### config.mk
export PLATFORM = sky130hd
export DESIGN_NAME = interrupt_arbiter
export DESIGN_NICKNAME = d
export VERILOG_FILES = /design/src/rtl/interrupt_arbiter_pkg.sv /design/src/rtl/interrupt_arbiter_source_cell.sv /design/src/rtl/interrupt_arbiter.sv
export SDC_FILE = /design/constraint.sdc
export NUM_CORES = 1
export LEC_CHECK = 0
export CAP_MARGIN = 20
export CELL_PAD_IN_SITES_DETAIL_PLACEMENT = 0
export CELL_PAD_IN_SITES_GLOBAL_PLACEMENT = 2
export CORE_MARGIN = 2
export CORE_UTILIZATION = 22
export DETAILED_ROUTE_END_ITERATION = 12
export PLACE_DENSITY_LB_ADDON = 0.05
export SYNTH_ARGS = -nofsm -noshare
export SYNTH_HDL_FRONTEND = slang
export SYNTH_SLANG_ARGS = --single-unit
### constraint.sdc
create_clock -name clk_ph1 -period 2.3 [get_ports clk_ph1]
set_clock_uncertainty 0.05 [all_clocks]
set_input_delay 0.46 -clock clk_ph1 [delete_from_list [all_inputs] [get_ports clk_ph1]]
set_output_delay 0.46 -clock clk_ph1 [all_outputs]
set_load 0.02 [all_outputs]
### src/rtl/interrupt_arbiter_pkg.sv
// interrupt_pkg
//   Opcode constants and helpers shared by the interrupt arbiter slice.
//   - OP_BRK and the eight conditional-branch opcodes
//   - instruction-cycle numbers used by the poll window
//   - is_branch(): 1 when the opcode is a conditional branch
package interrupt_pkg;

  localparam logic [7:0] OP_BRK = 8'h00;
  localparam logic [7:0] OP_BPL = 8'h10;
  localparam logic [7:0] OP_BMI = 8'h30;
  localparam logic [7:0] OP_BVC = 8'h50;
  localparam logic [7:0] OP_BVS = 8'h70;
  localparam logic [7:0] OP_BCC = 8'h90;
  localparam logic [7:0] OP_BCS = 8'hB0;
  localparam logic [7:0] OP_BNE = 8'hD0;
  localparam logic [7:0] OP_BEQ = 8'hF0;

  // Instruction cycles that matter for interrupt polling
  localparam logic [2:0] CYC_T0 = 3'd0;
  localparam logic [2:0] CYC_T2 = 3'd2;

  function automatic logic is_branch(input logic [7:0] op);
    logic hit;
    case (op)
      OP_BPL, OP_BMI, OP_BVC, OP_BVS,
      OP_BCC, OP_BCS, OP_BNE, OP_BEQ: hit = 1'b1;
      default:                        hit = 1'b0;
    endcase
    return hit;
  endfunction

endpackage

### src/rtl/interrupt_arbiter_source_cell.sv
// irq_source_cell
//   One interrupt source: input stage S, falling-edge or low-level detect,
//   and per-source acknowledge of a held edge event.
//   Ports:
//     clk_ph1  in   sole clock
//     rst      in   synchronous reset, active low
//     pin_n    in   source pin, active low
//     ack      in   clears a held edge event (ignored in level mode)
//     pending  out  registered pending bit
//   Parameter EDGE: 1 = falling-edge triggered, 0 = level (low) triggered.
module irq_source_cell #(
  parameter bit EDGE = 1'b0
) (
  input  logic clk_ph1,
  input  logic rst,
  input  logic pin_n,
  input  logic ack,
  output logic pending
);

  logic s_reg;          // stage S sample of the pin
  logic s_last_reg;     // previous stage S sample
  logic s_valid_reg;    // s_reg holds a real pin sample
  logic last_valid_reg; // s_last_reg holds a real pin sample
  logic pend_reg;
  logic fall;
  logic pend_next;

  // The valid flags keep the reset value of the stage-S register from being
  // compared against the first real sample, so a pin held low through the
  // release of reset never looks like a falling edge.
  always_comb begin
    fall      = last_valid_reg & s_last_reg & ~s_reg;
    pend_next = ~s_reg;
    if (EDGE) begin
      // a new edge beats an acknowledge in the same cycle
      pend_next = fall | (pend_reg & ~ack);
    end
  end

  always_ff @(posedge clk_ph1) begin
    if (!rst) begin
      s_reg          <= 1'b1;
      s_last_reg     <= 1'b1;
      s_valid_reg    <= 1'b0;
      last_valid_reg <= 1'b0;
      pend_reg       <= 1'b0;
    end else begin
      s_reg          <= pin_n;
      s_last_reg     <= s_reg;
      s_valid_reg    <= 1'b1;
      last_valid_reg <= s_valid_reg;
      pend_reg       <= pend_next;
    end
  end

  assign pending = pend_reg;

endmodule

### src/rtl/interrupt_arbiter.sv
// interrupt_arbiter
//   Collects NUM_IRQ maskable sources plus one NMI, gates them with an
//   enable register and the CPU I flag, and raises irq_out / nmi_out only
//   in the CPU's interrupt-poll window.
//   Ports:
//     clk_ph1      in   sole clock
//     rst          in   synchronous reset, active low
//     irq_n        in   IRQ source pins, active low
//     nmi_n        in   NMI pin, active low, falling-edge triggered
//     irq_mask     in   CPU I flag, 1 blocks IRQ
//     en_wr        in   write strobe for the enable register
//     en_data      in   new enable value
//     irq_ack      in   per-source clear of edge-pending bits
//     irq_clr      in   CPU has taken the IRQ
//     nmi_clr      in   CPU has taken the NMI
//     cycle        in   current instruction cycle
//     next_cycle   in   next instruction cycle
//     IR           in   current opcode
//     irq_out      out  perform-IRQ request
//     nmi_out      out  perform-NMI request
//     irq_src      out  index of the source that caused irq_out
//     irq_pending  out  raw pending bits, before enable and mask
module interrupt_arbiter
  import interrupt_pkg::*;
#(
  parameter int                 NUM_IRQ   = 4,
  parameter logic [NUM_IRQ-1:0] EDGE_MASK = '0,
  parameter logic [NUM_IRQ-1:0] EN_RESET  = '1,
  localparam int                SRC_W     = (NUM_IRQ > 1) ? $clog2(NUM_IRQ) : 1
) (
  input  logic               clk_ph1,
  input  logic               rst,
  input  logic [NUM_IRQ-1:0] irq_n,
  input  logic               nmi_n,
  input  logic               irq_mask,
  input  logic               en_wr,
  input  logic [NUM_IRQ-1:0] en_data,
  input  logic [NUM_IRQ-1:0] irq_ack,
  input  logic               irq_clr,
  input  logic               nmi_clr,
  input  logic [2:0]         cycle,
  input  logic [2:0]         next_cycle,
  input  logic [7:0]         IR,
  output logic               irq_out,
  output logic               nmi_out,
  output logic [SRC_W-1:0]   irq_src,
  output logic [NUM_IRQ-1:0] irq_pending
);

  logic [NUM_IRQ-1:0] enable_reg;
  logic               irq_out_reg;
  logic               nmi_out_reg;
  logic [SRC_W-1:0]   irq_src_reg;
  logic [NUM_IRQ-1:0] req;
  logic [SRC_W-1:0]   low_idx;
  logic               nmi_pend;
  logic               branch;
  logic               poll;

  // Per-source detection
  for (genvar gi = 0; gi < NUM_IRQ; gi++) begin : g_src
    irq_source_cell #(
      .EDGE (EDGE_MASK[gi])
    ) u_cell (
      .clk_ph1 (clk_ph1),
      .rst     (rst),
      .pin_n   (irq_n[gi]),
      .ack     (irq_ack[gi]),
      .pending (irq_pending[gi])
    );
  end

  // NMI is just an edge-mode source acknowledged by nmi_clr
  irq_source_cell #(
    .EDGE (1'b1)
  ) u_nmi_cell (
    .clk_ph1 (clk_ph1),
    .rst     (rst),
    .pin_n   (nmi_n),
    .ack     (nmi_clr),
    .pending (nmi_pend)
  );

  assign req = irq_pending & enable_reg & {NUM_IRQ{~irq_mask}};

  // Lowest set index wins: scan from the top so the last hit is the lowest.
  always_comb begin
    low_idx = '0;
    for (int i = NUM_IRQ - 1; i >= 0; i--) begin
      if (req[i]) begin
        low_idx = SRC_W'(i);
      end
    end
  end

  // Poll window: the last cycle of an instruction, except that a branch
  // polls at T2 instead of at the T0 that follows its T2. BRK never polls.
  always_comb begin
    branch = is_branch(IR);
    poll   = 1'b0;
    if (IR != OP_BRK) begin
      if ((next_cycle == CYC_T0) && !(branch && (cycle == CYC_T2))) begin
        poll = 1'b1;
      end else if ((next_cycle == CYC_T2) && branch) begin
        poll = 1'b1;
      end
    end
  end

  always_ff @(posedge clk_ph1) begin
    if (!rst) begin
      enable_reg  <= EN_RESET;
      irq_out_reg <= 1'b0;
      irq_src_reg <= '0;
      nmi_out_reg <= 1'b0;
    end else begin
      if (en_wr) begin
        enable_reg <= en_data;
      end

      // irq_src only moves when a new request is latched
      if (irq_clr) begin
        irq_out_reg <= 1'b0;
      end else if (poll && (|req) && !irq_out_reg) begin
        irq_out_reg <= 1'b1;
        irq_src_reg <= low_idx;
      end

      if (nmi_clr) begin
        nmi_out_reg <= 1'b0;
      end else if (poll && nmi_pend) begin
        nmi_out_reg <= 1'b1;
      end
    end
  end

  assign irq_out = irq_out_reg;
  assign nmi_out = nmi_out_reg;
  assign irq_src = irq_src_reg;

endmodule

# After elaboration in Yosys (flattened, before gate mapping)
# Cells that the tools add are included.
# totals
input_bits	33
regBits	21
wordCells	66
# classes
eq_ne	10
n_reduce_logical	15
n_bitwise	15
mux	9
# op_table
cell	count
equality test 8 bit, second input constant	4
equality test 8 x 7 -> 1 bit, second input constant	2
NOT 1 bit	9
AND 4 bit	2
equality test 8 x 5 -> 1 bit, second input constant	1
equality test 8 x 6 -> 1 bit, second input constant	1
two-way mux 2 bit	4
nonzero test 8 bit	1
OR reduction 8 bit	1
equality test 3 x 2 -> 1 bit, second input constant	2
logical AND 1 bit	6
two-way mux 1 bit	5
OR reduction 2 bit	2
OR reduction 4 bit	1
AND 1 bit	3
logical NOT 3 bit	1
logical NOT 1 bit	2
AND reduction 2 bit	1
OR 1 bit	1

# Longest topological paths before layout
# Gate-level depths: netlist of run 1.
# depth
word_depth	11
depth_mapped	5
ltp_nobuf	5

# Cells and area by module
# A second synthesis of run 1 with hierarchy kept.
# hier_totals
hier_cells	70
hier_area_um2	790.8
# modules_own_cells
module	seq_area_each_um2	cells_per_inst	area_each_um2	n_inst
interrupt_arbiter	160.2	43	409.1	1
irq_source_cell at g_src[0].u_cell ...	40.0	4	60.1	4
irq_source_cell at u_nmi_cell	100.1	11	141.4	1

# Least setup slack after synthesis of run 1
# OpenSTA, ideal clock, no wires.
# synth_path
path_type	input-to-reg
startpoint	input port IR[1]
endpoint	register irq_src_reg[1], in the netlist irq_src[1]
arrival_time_ns	1.558
n_path_buf	0
slack_ns	0.601
setup_time_ns	0.091
cell_stages	5
t_required_ns	2.159
cell_sequence	nor4_2 > nand3_1 > a311oi_2 > a31oi_1 > a311oi_1
# synth_via
elab_chain_cells	11
elab_cells_between_ends	21
classes_between	eq/ne: 8; mux: 4; reduce/logical: 9
# synth_lines
item	line	source
from (decl)	interrupt_arbiter.sv:43	input logic [7:0] IR,
equality test 8 x 5 -> 1 bit (tied with other cells)	interrupt_arbiter_pkg.sv:24	case (op)
OR reduction 8 bit	interrupt_arbiter_pkg.sv:24	
two-way mux 1 bit	interrupt_arbiter_pkg.sv:24	
logical AND 1 bit	interrupt_arbiter.sv:102	if ((next_cycle == CYC_T0) && !(branch && (cycle == CYC_T2))) begin
logical NOT 1 bit	interrupt_arbiter.sv:102	
logical AND 1 bit	interrupt_arbiter.sv:102	
two-way mux 1 bit	interrupt_arbiter.sv:102	
two-way mux 1 bit *	interrupt_arbiter.sv:101	if (IR != OP_BRK) begin
logical AND 1 bit * (2 in a row)	interrupt_arbiter.sv:124	end else if (poll && (|req) && !irq_out_reg) begin
AND reduction 2 bit (no line) *	-	
to (signal assigned)	interrupt_arbiter.sv:126	irq_src_reg <= low_idx;
to (decl)	interrupt_arbiter.sv:53	logic [SRC_W-1:0] irq_src_reg;
# Every way passes the cells marked *; elsewhere a longest branch is shown, timed or not.
# A chain may end at the register's enable or synchronous reset.

# Worst setup path after layout of run 1
# layout_path
startpoint	input port next_cycle[1]
endpoint	register irq_src_reg[1], in the netlist irq_src[1]
# layout_via
elab_chain_cells	8
elab_cells_between_ends	10
classes_between	eq/ne: 1; mux: 3; reduce/logical: 6
# layout_lines
item	line	source
from (decl)	interrupt_arbiter.sv:42	input logic [2:0] next_cycle,
equality test 3 x 2 -> 1 bit	interrupt_arbiter.sv:104	end else if ((next_cycle == CYC_T2) && branch) begin
logical AND 1 bit	interrupt_arbiter.sv:104	
two-way mux 1 bit	interrupt_arbiter.sv:104	
two-way mux 1 bit *	interrupt_arbiter.sv:102	
two-way mux 1 bit *	interrupt_arbiter.sv:101	
logical AND 1 bit * (2 in a row)	interrupt_arbiter.sv:124	
AND reduction 2 bit (no line) *	-	
# Marks and branches as above.

==> impl_metrics.yaml, run 1 <==
outcome:
  status: "finished clean"
synthesis:
  synth_most_common_cell: "dfxtp_1"
  synth.top_cells.by_count: "dfxtp_1 (21), nand2_1 (10), nand2b_1 (7)"
  seq_area_frac_synth_pct: 55.3
  synth_area_leaders: "dfxtp_1 (55%), mux2i_1 (6.6%), nand2b_1 (5.8%), nand2_1 (4.9%), buf_4 (3.9%)"
  syn_avg_cell_area_um2: 9.88
  synth_edf_count: 0
  syn_inst: 77
  synth_ff_type: "dfxtp_1"
  ys_warn_count: 0
  synth_largest_area_cell: "dfxtp_1"
  synth_fp_nets: 110
  syn_area_um2: 761
  synth_cell_type_count: 21
  ys_seq_elements: 21
  async_flop_share_pct: 0
  synth_top_area_share_pct: 55.3
worst_setup_path:
  required_ns: 2.47
  end_kind: "flop"
  worst-setup-path-type: "input pin to flop"
  cp.arrival_ns: 2.09
  path_max_fanout: 3
  start_kind: "input pin"
power_and_ir_drop:
  p_leak_nw: 0.450
  power-per-cell-area_nw_per_um2: 552
  ir_worst_vdd_v: 0.000290
  p_total_uw: 653
die:
  core_um2: 3340
  start_util_pct: 22.8
  rows: 21
  die_w_um: 62.8
  dieHeight_um: 62.8
  ios: 41
  die_area_um2: 3940
place:
  globalplace.congestion: 0.741
  dp.cells: 155
  place_hpwl_um: 1330
  numPortBuffers: 36
  dpl_cell_area_um2: 1160
  post-place-ws_ns: 0.0669
cells_and_area:
  drive_gt1_share_pct: 8.85
  final_nets: 147
  stdcell_area_um2: 1180
  utilization_pct: 35.5
  stdcell_count: 159
  fill_cells: 367
  multi_input_area_um2: 299
  register_area_um2: 420
  antenna_cells: 0
  area_growth_pct: 55.6
detailed_routing:
  antenna_left: 0
  vias_per_cell: 3.97
  drc: 0
  vias: 632
  wl_per_cell_um: 10.6
  dr.first_iter.drc_count: 6
  drt-total-wl_um: 1690
  drt_pre_antenna_iters: 4
timing:
  fin_crit_sh_pct: 83.5
  fin_hold_ws_ns: 0.332
  tightest_slew_ns: 0.329
  final-hold-violation-count: 0
  slew_violations: 0
  max_freq_mhz: 521
  fin_ws_ns: 0.379
  final.setup.tns_ns: 0
  grt_setup_unrepaired: "false"
  final.min_clock_period_ns: 1.92
  relSlewSlack_pct: 78.1
  setup_violations: 0
global_routing:
  grt_max_degree: 15
  grt_pass1_vias: 630
  grt_pass1_wl_um: 2850
  antenna_found_initial: 0
  track_usage_pct: 9.09
  grt_overflow_total: 0
worst_hold_path:
  hold_path.class: "flop to flop"
clocking:
  holdBufCountCts: 0
  cts_setup_buffers: 0
  cts-root-buf: "clkbuf_4"
  cts_buffer_depth: 2
  numCtsBuffers: 3
  clkLatencyLatePin_ns: 0.30
  cts.reportedPaths.clkPinSlew_ns: 0.12
  clock-sinks: 21
  cts_tree: "done"
  htreeDepth: 1
  ctsResizeCount: 0
flow_run:
  maxCapViolations: 0
placed cells by master, fill, tap and decap left out, types with 2 or more instances in the layout:
| master | count |
|---|---|
| nor3_1 | 3 |
| mux2i_1 | 5 |
| buf_4 | 2 |
| nand2b_1 | 7 |
| or2_2 | 2 |
| clkdlybuf4s50_1 | 36 |
| clkbuf_4 | 3 |
| a21oi_1 | 5 |
| nand2_1 | 10 |
| nor2_1 | 5 |
| dfxtp_1 | 21 |
| nand3_1 | 3 |
worst max-delay path, cell delays in order:
cell	delay, ns
clkdlybuf4s50_1	0.45
or4b_1	0.53
nand3_1	0.11
a311oi_2	0.14
buf_4	0.17
a311oi_1	0.24
cell families after synthesis:
logic type | after synthesis | synth area share (%)
compound gates | 8 | 7.24
buf+inv | 7 | 5.43
flops | 21 | 55.3
mux | 5 | 6.58
simple gates | 36 | 25.5
final cells by class:
type	instances	share of cell area (%)
Sequential cell	21	35.5
Timing Repair Buffer	38	31.7
Multi-Input combinational cell	49	25.3
Tap cell	46	4.86
Clock buffer	3	1.90
Clock inverter	1	0.423
Inverter	1	0.317
worst paths after layout:
check	from	end	slack, ns	cells past startpoint
worst min register to register	g_src[3].u_cell.s_reg$_SDFF_PN1_	g_src[3].u_cell.pending$_SDFF_PN0_	0.33	1
worst max-delay path	next_cycle[1]	irq_src[1]$_SDFFE_PN0P_	0.38	6
worst max register to register	g_src[0].u_cell.pending$_SDFF_PN0_	irq_src[0]$_SDFFE_PN0P_	1.11	5
worst min-delay path	g_src[3].u_cell.s_reg$_SDFF_PN1_	g_src[3].u_cell.pending$_SDFF_PN0_	0.33	1
where the power goes:
part	total (mW)	internal (mW)	switching [mW]
Sequential	0.385	0.379	0.00619
Clock	0.172	0.0647	0.107
Combinational	0.0967	0.0641	0.0326
layer usage:
metal	vias up	track usage [%]	wire (um)
li1	329	-	-
met1	281	11.1	734
met2	20	13.6	787
met3	2	3.60	149
met4	0	5.00	15
met5	-	0	0
(Power assumes the default switching activity.)
==> run 2, diff against run 1 <==
- CORE_UTILIZATION: 22 -> 19
- clock period: 2.3 -> 1.5 ns (I/O delays scaled with it)
==> impl_metrics.yaml, run 2 (same netlist as run 1, synthesis figures left out) <==
cells_and_area:
  register_area_um2: 420
  multi_input_area_um2: 355
  final_cell_mix: "dfxtp_1 (21), clkdlybuf4s50_1 (16), nand2_1 (10), dlygate4sd2_1 (9), nand2b_1 (7)"
  final_common_cell: "dfxtp_1"
  fill_cells: 418
  antenna_cells: 0
  stdcell_count: 164
  drive_gt1_share_pct: 22.4
  final_nets: 150
  area_growth_pct: 65.5
  stdcell_area_um2: 1260
worst_setup_path:
  cp_top_family: "simple AND/OR/NAND/NOR gates"
  cpPeakStageDelay_ns: 0.55
  cp_cell_sequence: "clkdlybuf4s15_1 > or4b_4 > nand3_4 > a311oi_4 > buf_4 > a21oi_2 > nor3_1"
  start_kind: "input pin"
  end_kind: "flop"
  path_max_fanout: 4
  cp.arrival_ns: 1.54
  required_ns: 1.59
  crit_buf_inv: 2
  worst-setup-path-type: "input pin to flop"
  critical_path.slowest_cell: "or4b_4"
timing:
  fin_hold_ws_ns: 0.329
  grt_setup_unrepaired: "true"
  relSlewSlack_pct: 79.3
  setup_violations: 0
  fin_ws_ns: 0.0542
  final.setup.tns_ns: 0
  tightest_slew_ns: 0.308
  fin_crit_sh_pct: 96.4
  max_freq_mhz: 692
  final.min_clock_period_ns: 1.45
  slew_violations: 0
  final-hold-violation-count: 0
detailed_routing:
  drt_pre_antenna_iters: 4
  drc: 0
  vias_per_cell: 3.90
  vias: 640
  antenna_left: 0
  wl_per_cell_um: 11.2
  dr.first_iter.drc_count: 14
  drt-total-wl_um: 1830
clocking:
  clock-sinks: 21
  cts-root-buf: "clkbuf_8"
  numCtsBuffers: 3
  htreeDepth: 1
  cts_buffer_depth: 2
  cts.reportedPaths.clkPinSlew_ns: 0.08
  cts_tree: "done"
  holdBufCountCts: 0
  clkLatencyLatePin_ns: 0.26
global_routing:
  grt_pass1_vias: 713
  gr-usage-met2_pct: 15.2
  track_usage_pct: 8.97
  grt-busiest-layer: "met2"
  grt_util_met1_pct: 10.2
  grt_overflow_total: 0
  grt_max_degree: 14
  use_met3_pct: 2.67
  antenna_found_initial: 0
  grt_pass1_wl_um: 2970
place:
  post-place-ws_ns: -0.592
  globalplace.congestion: 0.650
  dpl_cell_area_um2: 1170
  dp.cells: 159
  numPortBuffers: 36
  place_hpwl_um: 1390
power_and_ir_drop:
  p_leak_nw: 0.525
  power-per-cell-area_nw_per_um2: 886
  ir_worst_vdd_v: 0.000404
die:
  start_util_pct: 20.3
  die_w_um: 67.3
  rows: 22
  core_um2: 3740
  dieHeight_um: 67.3
  die_area_um2: 4530
  ios: 41
flow_run:
  maxCapViolations: 0
outcome:
  status: "finished clean"
worst_hold_path:
  hold_path.class: "flop to flop"
run 2: cell count changes in the layout (fill, tap and decap cells not counted), moves of 2 or more:
| cell | change |
|---|---|
| a21oi_1 | -2 |
| clkdlybuf4s15_1 | +4 |
| a21oi_2 | +2 |
| dlygate4sd2_1 | +9 |
| clkbuf_4 | -3 |
| buf_4 | +3 |
| clkdlybuf4s50_1 | -20 |
| buf_6 | +2 |
| clkbuf_8 | +3 |
| buf_2 | +4 |
run 2: worst reg2reg max path: stages, from the launching register on:
cell and delay (ns):
dfxtp_1 0.32, nand2_1 0.09, a21oi_1 0.08, or2_2 0.32, nand3_1 0.12, mux2i_1 0.17
run 2: cell type report:
cell class	count	share of cell area, %
multi-input combinational	49	28.2
clock inverter	1	0.596
tap	48	4.77
sequential	21	33.4
timing repair buffer	41	29.4
clock buffer	3	3.28
inverter	1	0.298
run 2: final timing paths:
kind         slack, ns                                 end                               start  cells after the start
max               0.05                irq_out$_SDFFE_PP0P_                            cycle[2]                      7
min               0.33  g_src[2].u_cell.pending$_SDFF_PN0_    g_src[2].u_cell.s_reg$_SDFF_PN1_                      1
max reg2reg       0.28             irq_src[0]$_SDFFE_PN0P_  g_src[1].u_cell.pending$_SDFF_PN0_                      5
min reg2reg       0.33  g_src[2].u_cell.pending$_SDFF_PN0_    g_src[2].u_cell.s_reg$_SDFF_PN1_                      1
run 2: per-stage QoR:
step	utilization, %	power (mW)
floorplan	-	0.657
global placement	31.4	0.755
detailed placement	31.4	0.757
CTS	33.4	1.13
global route	33.6	1.18
finish	33.6	1.12
run 2: what timing repair did:
action                                 CTS  global route
setup endpoints to repair               12             4
endpoints found under the hold margin    0             0
resized for setup                       50             4
gates cloned                             0             0
pin swaps                               13             7
buffers inserted                         1             0
run 2: where the power goes:
part           internal (mW)  switching, mW
logic                 0.0966         0.0605
clock network          0.187          0.182
registers              0.580        0.00894
total                  0.864          0.252
run 2: layer usage:
metal  routed length (um)  part of all wire [%]
met5                    0                     0
met4                   35                   1.9
met3                  175                   9.6
met2                  850                    46
met1                  770                    42
